`src/rtl/riscv_pkg.sv`:
```
// rtl/riscv_pkg.sv - shared widths and writeback arbitration pointer encoding
package riscv_pkg;

  localparam int XLEN  = 32;
  localparam int REG_W = 5;

  typedef enum logic {
    PRI_ALU = 1'b0,
    PRI_LD  = 1'b1
  } pri_e;

endpackage

```
`src/rtl/rr_arb2.sv`:
```
// rtl/rr_arb2.sv - two-requester round-robin arbiter with a registered priority pointer
module rr_arb2
  import riscv_pkg::*;
(
  input  logic clk,
  input  logic rst_n,
  input  logic req_alu,
  input  logic req_ld,
  output logic gnt_alu,
  output logic gnt_ld
);

  pri_e ptr;
  pri_e ptr_next;

  always_ff @(posedge clk or negedge rst_n) begin
    if (!rst_n) begin
      ptr <= PRI_ALU;
    end else begin
      ptr <= ptr_next;
    end
  end

  // Grants are pure functions of requests and pointer, so ready never loops back into valid.
  always_comb begin
    gnt_alu  = 1'b0;
    gnt_ld   = 1'b0;
    ptr_next = ptr;
    if (rst_n) begin
      gnt_alu = req_alu && (!req_ld || (ptr == PRI_ALU));
      gnt_ld  = req_ld && (!req_alu || (ptr == PRI_LD));
    end
    if (gnt_alu) begin
      ptr_next = PRI_LD;
    end else if (gnt_ld) begin
      ptr_next = PRI_ALU;
    end
  end

endmodule

```
`src/rtl/regfile_wb_arb.sv`:
```
// rtl/regfile_wb_arb.sv - ALU/load writeback arbiter with busy scoreboard
// Optional macro REGFILE_WB_FWD_EN suppresses hazards on the register being written this cycle.
module regfile_wb_arb
  import riscv_pkg::*;
#(
  parameter int XLEN = riscv_pkg::XLEN,
  parameter int NREG = 32
) (
  input  logic                   clk,
  input  logic                   rst_n,
  input  logic                   alu_valid,
  output logic                   alu_ready,
  input  logic [REG_W-1:0]       alu_rd,
  input  logic [XLEN-1:0]        alu_data,
  input  logic                   ld_valid,
  output logic                   ld_ready,
  input  logic [REG_W-1:0]       ld_rd,
  input  logic [XLEN-1:0]        ld_data,
  input  logic                   iss_valid,
  input  logic [REG_W-1:0]       iss_rd,
  input  logic [REG_W-1:0]       rs1,
  input  logic [REG_W-1:0]       rs2,
  output logic                   haz_rs1,
  output logic                   haz_rs2,
  output logic                   we,
  output logic [REG_W-1:0]       rd,
  output logic [XLEN-1:0]        rd_data
);

  logic             gnt_alu;
  logic             gnt_ld;
  logic             gnt_any;
  logic [REG_W-1:0] sel_rd;
  logic [XLEN-1:0]  sel_data;
  logic [NREG-1:0]  busy;
  logic [NREG-1:0]  busy_next;
  logic             fwd_rs1;
  logic             fwd_rs2;

  rr_arb2 u_arb (
    .clk     (clk),
    .rst_n   (rst_n),
    .req_alu (alu_valid),
    .req_ld  (ld_valid),
    .gnt_alu (gnt_alu),
    .gnt_ld  (gnt_ld)
  );

  assign alu_ready = gnt_alu;
  assign ld_ready  = gnt_ld;
  assign gnt_any   = gnt_alu || gnt_ld;

  always_comb begin
    sel_rd   = ld_rd;
    sel_data = ld_data;
    if (gnt_alu) begin
      sel_rd   = alu_rd;
      sel_data = alu_data;
    end
  end

  // x0 writes still handshake but never reach the register file.
  always_ff @(posedge clk or negedge rst_n) begin
    if (!rst_n) begin
      we      <= 1'b0;
      rd      <= '0;
      rd_data <= '0;
    end else begin
      we <= gnt_any && (sel_rd != '0);
      if (gnt_any) begin
        rd      <= sel_rd;
        rd_data <= sel_data;
      end
    end
  end

  // Clear first, then set, so a same-cycle issue keeps the register busy.
  always_comb begin
    busy_next = busy;
    if (we) begin
      busy_next[rd] = 1'b0;
    end
    if (iss_valid && (iss_rd != '0)) begin
      busy_next[iss_rd] = 1'b1;
    end
  end

  always_ff @(posedge clk or negedge rst_n) begin
    if (!rst_n) begin
      busy <= '0;
    end else begin
      busy <= busy_next;
    end
  end

`ifdef REGFILE_WB_FWD_EN
  assign fwd_rs1 = we && (rd == rs1);
  assign fwd_rs2 = we && (rd == rs2);
`else
  assign fwd_rs1 = 1'b0;
  assign fwd_rs2 = 1'b0;
`endif

  assign haz_rs1 = (rs1 != '0) && busy[rs1] && !fwd_rs1;
  assign haz_rs2 = (rs2 != '0) && busy[rs2] && !fwd_rs2;

endmodule
```
`config.mk`:
```
export PLATFORM = sky130hd
export DESIGN_NAME = regfile_wb_arb
export DESIGN_NICKNAME = d
export VERILOG_FILES = /design/src/rtl/riscv_pkg.sv /design/src/rtl/rr_arb2.sv /design/src/rtl/regfile_wb_arb.sv
export SDC_FILE = /design/constraint.sdc
export NUM_CORES = 1
export LEC_CHECK = 0
export BUFFER_PORTS_ARGS = -buffer_cell sky130_fd_sc_hd__buf_2
export CAP_MARGIN = 20
export CORE_MARGIN = 2
export CORE_UTILIZATION = 40
export DETAILED_ROUTE_END_ITERATION = 6
export PLACE_DENSITY = 0.71
export SYNTH_ARGS = -nofsm -noshare
export SYNTH_HDL_FRONTEND = slang
export SYNTH_SLANG_ARGS = --single-unit
```
`constraint.sdc`:
```
create_clock -name clk -period 2.76 [get_ports clk]
set_input_delay 0.276 -clock clk [delete_from_list [all_inputs] [get_ports clk]]
set_output_delay 0.276 -clock clk [all_outputs]
set_load 0.02 [all_outputs]
```
### Yosys cells after proc, flatten, opt, wreduce, memory -nomap -nowiden

Cells that the tools add are included.

* magnitude comparators: 6
* muxes and demuxes: 16
* bitwise operators: 4
* reduce and logical (&&, ||, !) cells: 18

Operators by type and width (count)
* $mux 32: 3
* $and 32x32->32: 1
* $not 32->32: 1
* $or 32x32->32: 1
* $lt 5x6->1 const B: 4
* $reduce_bool 5->1: 4
* $bmux 1 s5: 2
* $demux 1 s5: 2
* $ge 5x1->1 const B: 2
* $logic_and 1x1->1: 8
* $mux 1: 8
* $mux 5: 1
* $logic_or 1x1->1: 3
* $logic_not 1->1: 2
* $reduce_bool 2->1: 1
* $not 1->1: 1

* bits in registers: 71
* input bits: 94
* output and inout port bits: 42
* word-level logic and storage cells: 49

### Logic depth before layout (Yosys ltp)

Gate-level depths: netlist of run 1.

* depth after elaboration: 9
* mapped depth: 7
* gate-level depth less buffers: 5

### By module

Synthesis of run 1 repeated with hierarchy kept, for this count alone.

* cells, all modules: 377
* area, all modules: 3757.4 sq um

Modules (own cells, without submodules)
* regfile_wb_arb: times used 1, cells each 369, area each 3696.0 sq um, seq. area each 1726.7 sq um
* rr_arb2: times used 1, cells each 8, area each 61.3 sq um, seq. area each 25.0 sq um

### Worst setup path after synthesis of run 1

No wires, ideal clock.

* kind: input-to-output
* start point: in rs1[2]
* end point: out haz_rs1
* data arrival time: 1.310 ns
* required time: 2.484 ns
* slack: 1.174 ns
* stages on the path: 5
* buffers on the path: 1
* cells stage by stage: buf_6 -> mux4_2 -> nor2_1 -> a2bb2oi_2 -> nand3_1

* cells in the longest elaborated chain, start to end: 3
* elaborated cells on any way between the ends: 4
* classes of those cells: mux (2); reduce/logical (2)

RTL lines
* start: declaration: RTL line regfile_wb_arb.sv:21 `input logic [REG_W-1:0] rs1,`
* $bmux 1 s5: RTL line regfile_wb_arb.sv:104 `assign haz_rs1 = (rs1 != '0) && busy[rs1] && !fwd_rs1;`
* $mux 1 (not written as such): RTL line regfile_wb_arb.sv:104
* $logic_and 1x1->1 *: RTL line regfile_wb_arb.sv:104
* end: declaration: RTL line regfile_wb_arb.sv:23 `output logic haz_rs1,`

Mark *: on every way between the ends. The rest lies on a longest branch, timed or not. The select of a mux whose other input is x is not followed.

### Worst setup path after layout of run 1

* start point: reg u_arb.ptr
* end point: out alu_ready

* cells in the longest elaborated chain, start to end: 4

RTL lines
* start: declaration: RTL line rr_arb2.sv:13 `pri_e ptr;`
* start signal: assignment: RTL line rr_arb2.sv:20 `ptr <= ptr_next;`
* $not 1->1: RTL line rr_arb2.sv:30 `gnt_alu = req_alu && (!req_ld || (ptr == PRI_ALU));`
* $logic_or 1x1->1: RTL line rr_arb2.sv:30
* $logic_and 1x1->1: RTL line rr_arb2.sv:30
* $mux 1: RTL line rr_arb2.sv:29 `if (rst_n) begin`
* end: declaration: RTL line regfile_wb_arb.sv:12 `output logic alu_ready,`

No other way between the ends.

==> out/metrics.cfg, run 1 <==
[floorplan]
dieWidth_um = 100.7
io-pin-count = 136
die_area_mm2 = 0.01014
die_y_um = 100.7
coreArea_mm2 = 0.009153
initial_core_util = 0.4086
rows = 35

[power]
power_leakage_nw = 2.278
ir_worst_vdd_v = 0.0003375
sequentialPowerShare = 0.483
power.share.combinational = 0.280
switchingPower_mw = 1.055
clockPowerShare = 0.237
power_density_mw_per_mm2 = 661.3
internal-power_mw = 2.017
power.switching_fraction = 0.3434

[final_layout]
areaGrowthSynthToFinish_pct = 24.22
layout_commonest_cell = sky130_fd_sc_hd__buf_2
filler_cell_count = 889
finish.net_count = 598
layout.cells.most_common_list = sky130_fd_sc_hd__buf_2, sky130_fd_sc_hd__dfrtp_1, sky130_fd_sc_hd__o21ai_1
post_route_cells_drive_above_1_share = 0.3169
antenna-diode-count = 0

[grt]
grt_pass1_wl_um = 15950
number_of_antenna_violations_at_the_first_check_in_global_routing = 0
grtUsageMet1 = 0.2695
grt_start_max_net_pins = 74
globalRouteMet2Util = 0.3215
via_count_of_the_first_global_routing_pass = 3240
global_route.usage.met3 = 0.03814
grt_overflow_total = 0
grt_usage = 0.2012
grt-busiest-layer = met2

[synth]
post_synthesis_instance_area_mm2 = 0.003740
post_synth_and_or_nand_nor_area_fraction = 0.1325
synth_warnings = 0
ys_types = 30
dominantRegCellSynth = sky130_fd_sc_hd__dfrtp_1
yosys-mux-area-fraction = 0.1733
compound_gate_fraction_of_synth_area = 0.1853
synthesized_netlist_cell_count = 377
syn_nets = 471
synth_top_family_by_area = compound AO/OA/AOI/OAI gates
synth_xor_area_frac = 0
synth-seq-area-share = 0.4684
yosys_register_bits = 70
number_of_enable_type_register_cells_in_the_synthesized_netlist = 0
synth_area_in_adders = 0
async_reset_ff_frac = 1.000
syn_avg_cell_area_um2 = 9.920

[sta]
timing.setup.tns_ns = 0
timing.final.ws_setup_ns = 0.5809
worst_pin_slew_ns = 0.9426
clock.fmax_ghz = 0.4589
final-max-slew-violation-count = 0
rsz0062_at_grt = no
worst_clock_skew_ns = 0.008286
finalCriticalPeriod_ns = 2.179
finalHoldViolations = 0
setup_violations = 0
max_slew_margin = 0.3692
post-route-period-util = 0.7895

[worst_setup_path]
timing.rr.end = rd[3]
timing.setup.critical_path_class = reg -> out
startpoint_type = register
cp.required_ns = 2.48
crit_path_max_fanout = 24
capture_point_of_the_worst_path = alu_ready
regToRegStartpoint = u_arb.ptr
worstRegToRegCells = 5
timing_startpoint_of_the_critical_path = u_arb.ptr
critPathArrivalTime_ns = 1.90
rrSetupSlack_ns = 0.98
worst_setup_path_end_kind = primary output

[clocking]
cts_hold_buffers = 0
cts_inserted_buffers = 9
htree_num_levels = 3
cts-root-to-sink-buffers = 2
insertion_delay_ns = 0.34
postCtsSetupRepairBufs = 0
cts_resized = 0
cts_num_sinks = 70
clock_pin_slew_on_the_worst_setup_and_hold_paths_ns = 0.07
cts_root_buf = sky130_fd_sc_hd__clkbuf_8
tritoncts = yes

[run_status]
run_status = completed

[detailed_routing]
routed_wl_um = 9815
dr.first_iter.drc_count = 164
vias_per_cell = 5.365
route.detailed.wl_per_inst_um = 15.86
vias = 3321
antenna_left = 0
post-route-drc-count = 0
drtPass1Iterations = 4

[place]
gpl.final_weighted_congestion = 0.8986
dp.final_hpwl_um = 7561
port_buffers = 135
placement.setup.worst_slack_ns = 0.8044

[worst_hold_path]
holdCritPathClass = in -> reg

[run]
max-cap-violations = 0

## worst max-delay path: stages, from the launching register on
cell and delay [ns]:
sky130_fd_sc_hd__dfrtp_1 0.41, sky130_fd_sc_hd__nand2_1 0.10, sky130_fd_sc_hd__nand3_2 0.46, sky130_fd_sc_hd__buf_12 0.38, sky130_fd_sc_hd__inv_1 0.06, sky130_fd_sc_hd__buf_2 0.15
## synthesized netlist by cell type (3+ instances only)
| library cell | instances | area, µm² |
|---|---|---|
| sky130_fd_sc_hd__a2111oi_0 | 4 | 35.03 |
| sky130_fd_sc_hd__a221oi_1 | 4 | 35.03 |
| sky130_fd_sc_hd__a31oi_1 | 3 | 18.77 |
| sky130_fd_sc_hd__buf_1 | 6 | 22.52 |
| sky130_fd_sc_hd__buf_2 | 5 | 25.02 |
| sky130_fd_sc_hd__clkbuf_1 | 7 | 26.28 |
| sky130_fd_sc_hd__dfrtp_1 | 70 | 1752 |
| sky130_fd_sc_hd__inv_1 | 4 | 15.01 |
| sky130_fd_sc_hd__mux2i_1 | 55 | 550.5 |
| sky130_fd_sc_hd__nand2_1 | 49 | 183.9 |
| sky130_fd_sc_hd__nand3_1 | 9 | 45.04 |
| sky130_fd_sc_hd__nand3b_1 | 10 | 75.07 |
| sky130_fd_sc_hd__nand4b_1 | 4 | 35.03 |
| sky130_fd_sc_hd__nor2_1 | 11 | 41.29 |
| sky130_fd_sc_hd__nor2b_1 | 8 | 50.05 |
| sky130_fd_sc_hd__o21ai_0 | 44 | 220.2 |
| sky130_fd_sc_hd__o21ai_1 | 58 | 290.3 |
| sky130_fd_sc_hd__or3b_1 | 4 | 35.03 |
## final cells by class
cell class              instances  area [µm²]  share of cell area
repair buffers                138       713.2              0.1535
clock inverters                 4       22.52            0.004848
multi-input cells             281        1853              0.3989
inverters                       4       15.01            0.003232
flip-flops and latches         70        1752              0.3771
well taps                     111       138.9             0.02989
clock buffers                  11       151.4             0.03259
## logic make-up (layout without fill, tap and decap cells)
family          after synthesis  count (layout)
compound gates              122             122
simple gates                100             100
flops                        70              70
mux                          59              59
buf+inv                      26             157
## through the flow
step	hold WS, ns	instance area [µm²]	instances	total power, mW	utilization
2_1_floorplan	-0.01959	3740	377	2.007	-
3_3_place_gp	0.4642	4472	604	2.330	0.4886
3_5_place_dp	0.4700	4472	604	2.368	0.4886
4_1_cts	0.1912	4646	619	3.104	0.5076
5_1_grt	0.2108	4646	619	3.288	0.5076
6_report	0.1993	4646	619	3.072	0.5076
## state kept, by name, indices dropped and copies added (netlist names)
name / cells
rd: 5
we: 1
rd_data: 32
u_arb.ptr: 1
busy: 31
## power by group through the flow
| stage | clock (mW) | sequential (mW) | combinational, mW |
|---|---|---|---|
| floorplan | 0 | 1.51 | 0.501 |
| CTS | 0.754 | 1.48 | 0.867 |
| finish | 0.728 | 1.48 | 0.861 |
| global placement | 0 | 1.49 | 0.841 |
| detailed placement | 0 | 1.50 | 0.867 |
| global route | 0.807 | 1.52 | 0.961 |
## worst min-delay path by stage
stage                      start     endpoint  slack (ns)  cells past startpoint
floorplan                  rst_n     busy[10]       -0.02                      0
global route            ld_valid    u_arb.ptr        0.21                      2
detailed placement   rd_data[24]  rd_data[24]        0.47                      2
finish              alu_data[24]  rd_data[24]        0.20                      3
CTS                     ld_valid    u_arb.ptr        0.19                      2
global placement     rd_data[29]  rd_data[29]        0.46                      2
## per-layer routing
metal / part of all wire / vias to the layer above
met4: 0.023 / 0
met2: 0.48 / 142
met3: 0.076 / 16
li1: - / 1634
met5: 0 / -
met1: 0.42 / 1529
No activity file was read; power rests on OpenSTA's default activity.
==> run 2, diff against run 1 <==
--- a/config.mk
+++ b/config.mk
@@ -10,7 +10,7 @@
 export CORE_MARGIN = 2
 export CORE_UTILIZATION = 40
 export DETAILED_ROUTE_END_ITERATION = 6
-export PLACE_DENSITY = 0.71
+export PLACE_DENSITY = 0.73
 export SYNTH_ARGS = -nofsm -noshare
 export SYNTH_HDL_FRONTEND = slang
 export SYNTH_SLANG_ARGS = --single-unit
==> constraint.sdc (replaced) <==
create_clock -name clk -period 1.8 [get_ports clk]
set_input_delay 0.18 -clock clk [delete_from_list [all_inputs] [get_ports clk]]
set_output_delay 0.18 -clock clk [all_outputs]
set_load 0.02 [all_outputs]
==> run 2 against run 1 <==
  * The run now ends with setup timing left
  * Register-to-register slack worse by 0.56 ns
  * Count of clock-buffer cells in the layout stayed put
  * Global-route usage is 0.12 points higher
  * Setup slack worse by 0.70 ns
  * Combinational power is 59% higher
  * Hold slack worse by 0.097 ns
  * Critical path depth stayed put
  * Clock skew is 0.00074 ns lower
  * Sequential share of layout area is 0.79 points lower
  * Largest cell class unchanged
==> out/metrics.cfg, run 2 (synthesized netlist as in run 1, its figures left out) <==
[sta]
timing.setup.tns_ns = -0.2174
setup_violations = 2
final-max-slew-violation-count = 0
clock.fmax_ghz = 0.5212
max_slew_margin = 0.5761
finalHoldWorstSlack_ns = 0.1018
timing.final.ws_setup_ns = -0.1187
finalCriticalPeriod_ns = 1.919
post-route-period-util = 1.066
worst_clock_skew_ns = 0.007542
finalHoldViolations = 0
rsz0062_at_grt = yes
worst_pin_slew_ns = 0.6358

[worst_setup_path]
cp.required_ns = 1.62
worst_setup_path_end_kind = primary output
worst_path_largest_cell_delay_ns = 0.50
worst-path-buf-inv = 1
cp_slowest_cell = sky130_fd_sc_hd__mux4_2
crit_path_max_fanout = 3
crit_path_cell_trace = mux4_2 -> nor2_2 -> a2bb2oi_2 -> nand3_1 -> buf_2
timing.setup.critical_path_class = reg -> out
cp_top_family = multiplexers
startpoint_type = register
critPathArrivalTime_ns = 1.74

[floorplan]
coreArea_mm2 = 0.009153
initial_core_util = 0.4086
io-pin-count = 136
rows = 35
die_area_mm2 = 0.01014
die_y_um = 100.7
dieWidth_um = 100.7

[grt]
grt_overflow_total = 0
via_count_of_the_first_global_routing_pass = 3244
grt_start_max_net_pins = 52
grt_usage = 0.2024
number_of_antenna_violations_at_the_first_check_in_global_routing = 0
grt_pass1_wl_um = 15990

[clocking]
postCtsSetupRepairBufs = 0
cts_num_sinks = 70
cts-root-to-sink-buffers = 2
clock_pin_slew_on_the_worst_setup_and_hold_paths_ns = 0.08
cts_inserted_buffers = 9
htree_num_levels = 3
insertion_delay_ns = 0.34
tritoncts = yes
cts_root_buf = sky130_fd_sc_hd__clkbuf_8

[final_layout]
areaGrowthSynthToFinish_pct = 26.87
antenna-diode-count = 0
largest_reg_flops = 32
layout_commonest_cell = sky130_fd_sc_hd__buf_2
filler_cell_count = 837
post_route_cells_drive_above_1_share = 0.3320
layout.cells.most_common_list = sky130_fd_sc_hd__buf_2, sky130_fd_sc_hd__dfrtp_1, sky130_fd_sc_hd__o21ai_1
register_ranked_first_by_flip_flop_count = rd_data
post-route-cell-area_mm2 = 0.004745
finish.net_count = 604
top_regs = rd_data: 32 flops, busy: 31 flops, rd: 5 flops
layoutNonFillerInstCount = 626
final_util = 0.5184

[power]
sequentialPowerShare = 0.475
pwr_total_mw = 4.827
power_leakage_nw = 2.314
internal-power_mw = 3.129
clockPowerShare = 0.242
power_density_mw_per_mm2 = 1017
power.switching_fraction = 0.3517
ir_worst_vdd_v = 0.0005181
switchingPower_mw = 1.698
power.share.combinational = 0.284

[detailed_routing]
vias_per_cell = 5.415
detailed_route_wirelength_on_metal2_um = 4691
top_layer = met4
post-route-drc-count = 0
drtPass1Iterations = 5
routed_wl_um = 9936
met1_wire_length_um = 4435
dr.first_iter.drc_count = 247
vias = 3390
met3RoutedLength_um = 612
antenna_left = 0
route.detailed.wl_per_inst_um = 15.87

[place]
gpl.final_weighted_congestion = 0.9360
placement.cell_area_mm2 = 0.004522
number_of_cells_in_the_design_after_placement = 609
port_buffers = 135
placement.setup.worst_slack_ns = 0.1377
dp.final_hpwl_um = 7766

[worst_hold_path]
holdCritPathClass = in -> reg

[run_status]
run_status = finished with violations
violations = setup timing

[run]
max-cap-violations = 0

## run 2: changes by cell type in the layout (fill, tap and decap cells not counted), moves of 2 or more
cell                        before  now
sky130_fd_sc_hd__buf_4           3    6
sky130_fd_sc_hd__buf_6           0    2
sky130_fd_sc_hd__a2111oi_0       4    2
sky130_fd_sc_hd__nor2_2          0    2
sky130_fd_sc_hd__a2111oi_2       2    4
sky130_fd_sc_hd__nor2_1         11    9
## run 2: worst paths after layout
kind / to / from / cells past startpoint / slack [ns]
worst max-delay path: haz_rs1 / busy[3] / 5 / -0.12
max in group asynchronous: rd_data[16] / rst_n / 3 / 0.76
worst min register to register: rd_data[31] / rd_data[31] / 2 / 0.48
min in group asynchronous: rd_data[28] / rst_n / 2 / 0.20
worst max register to register: busy[2] / rd[4] / 3 / 0.42
worst min-delay path: rd_data[11] / alu_data[11] / 3 / 0.10
## run 2: repair_timing
action | in CTS | in global routing
hold buffers | 1 | 0
pin swaps | 1 | 4
endpoints found under the hold margin | 19 | 0
resized for setup | 2 | 7
endpoints found under the setup margin | 2 | 3
## run 2: power groups by stage
stage	registers (mW)	clock network (mW)	logic, mW
after floorplan	2.31	0	0.768
after global placement	2.28	0	1.32
after detailed placement	2.31	0	1.35
after CTS	2.28	1.18	1.36
after global routing	2.33	1.26	1.53
final	2.29	1.17	1.37
## run 2: worst register-to-register path, delay by kind of cell, from the launching register on
kind / cells / cell delay (ns)
flops: 1 / 0.49
compound gates: 2 / 0.29
simple gates: 1 / 0.46
## run 2: cell type report
cell class | instances | area, µm² | share of cell area
inverter | 4 | 15.01 | 0.003165
clock buffer | 11 | 151.4 | 0.03191
tap | 111 | 138.9 | 0.02927
sequential | 70 | 1752 | 0.3692
timing repair buffer | 144 | 783.3 | 0.1651
multi-input combinational | 281 | 1871 | 0.3943
clock inverter | 5 | 33.78 | 0.007120
## run 2: layer usage
| layer | up-vias | GRT usage |
|---|---|---|
| met4 | 0 | 0.06112 |
| met3 | 18 | 0.05201 |
| met1 | 1597 | 0.2764 |
| met5 | - | 0 |
| li1 | 1643 | - |
| met2 | 132 | 0.3179 |
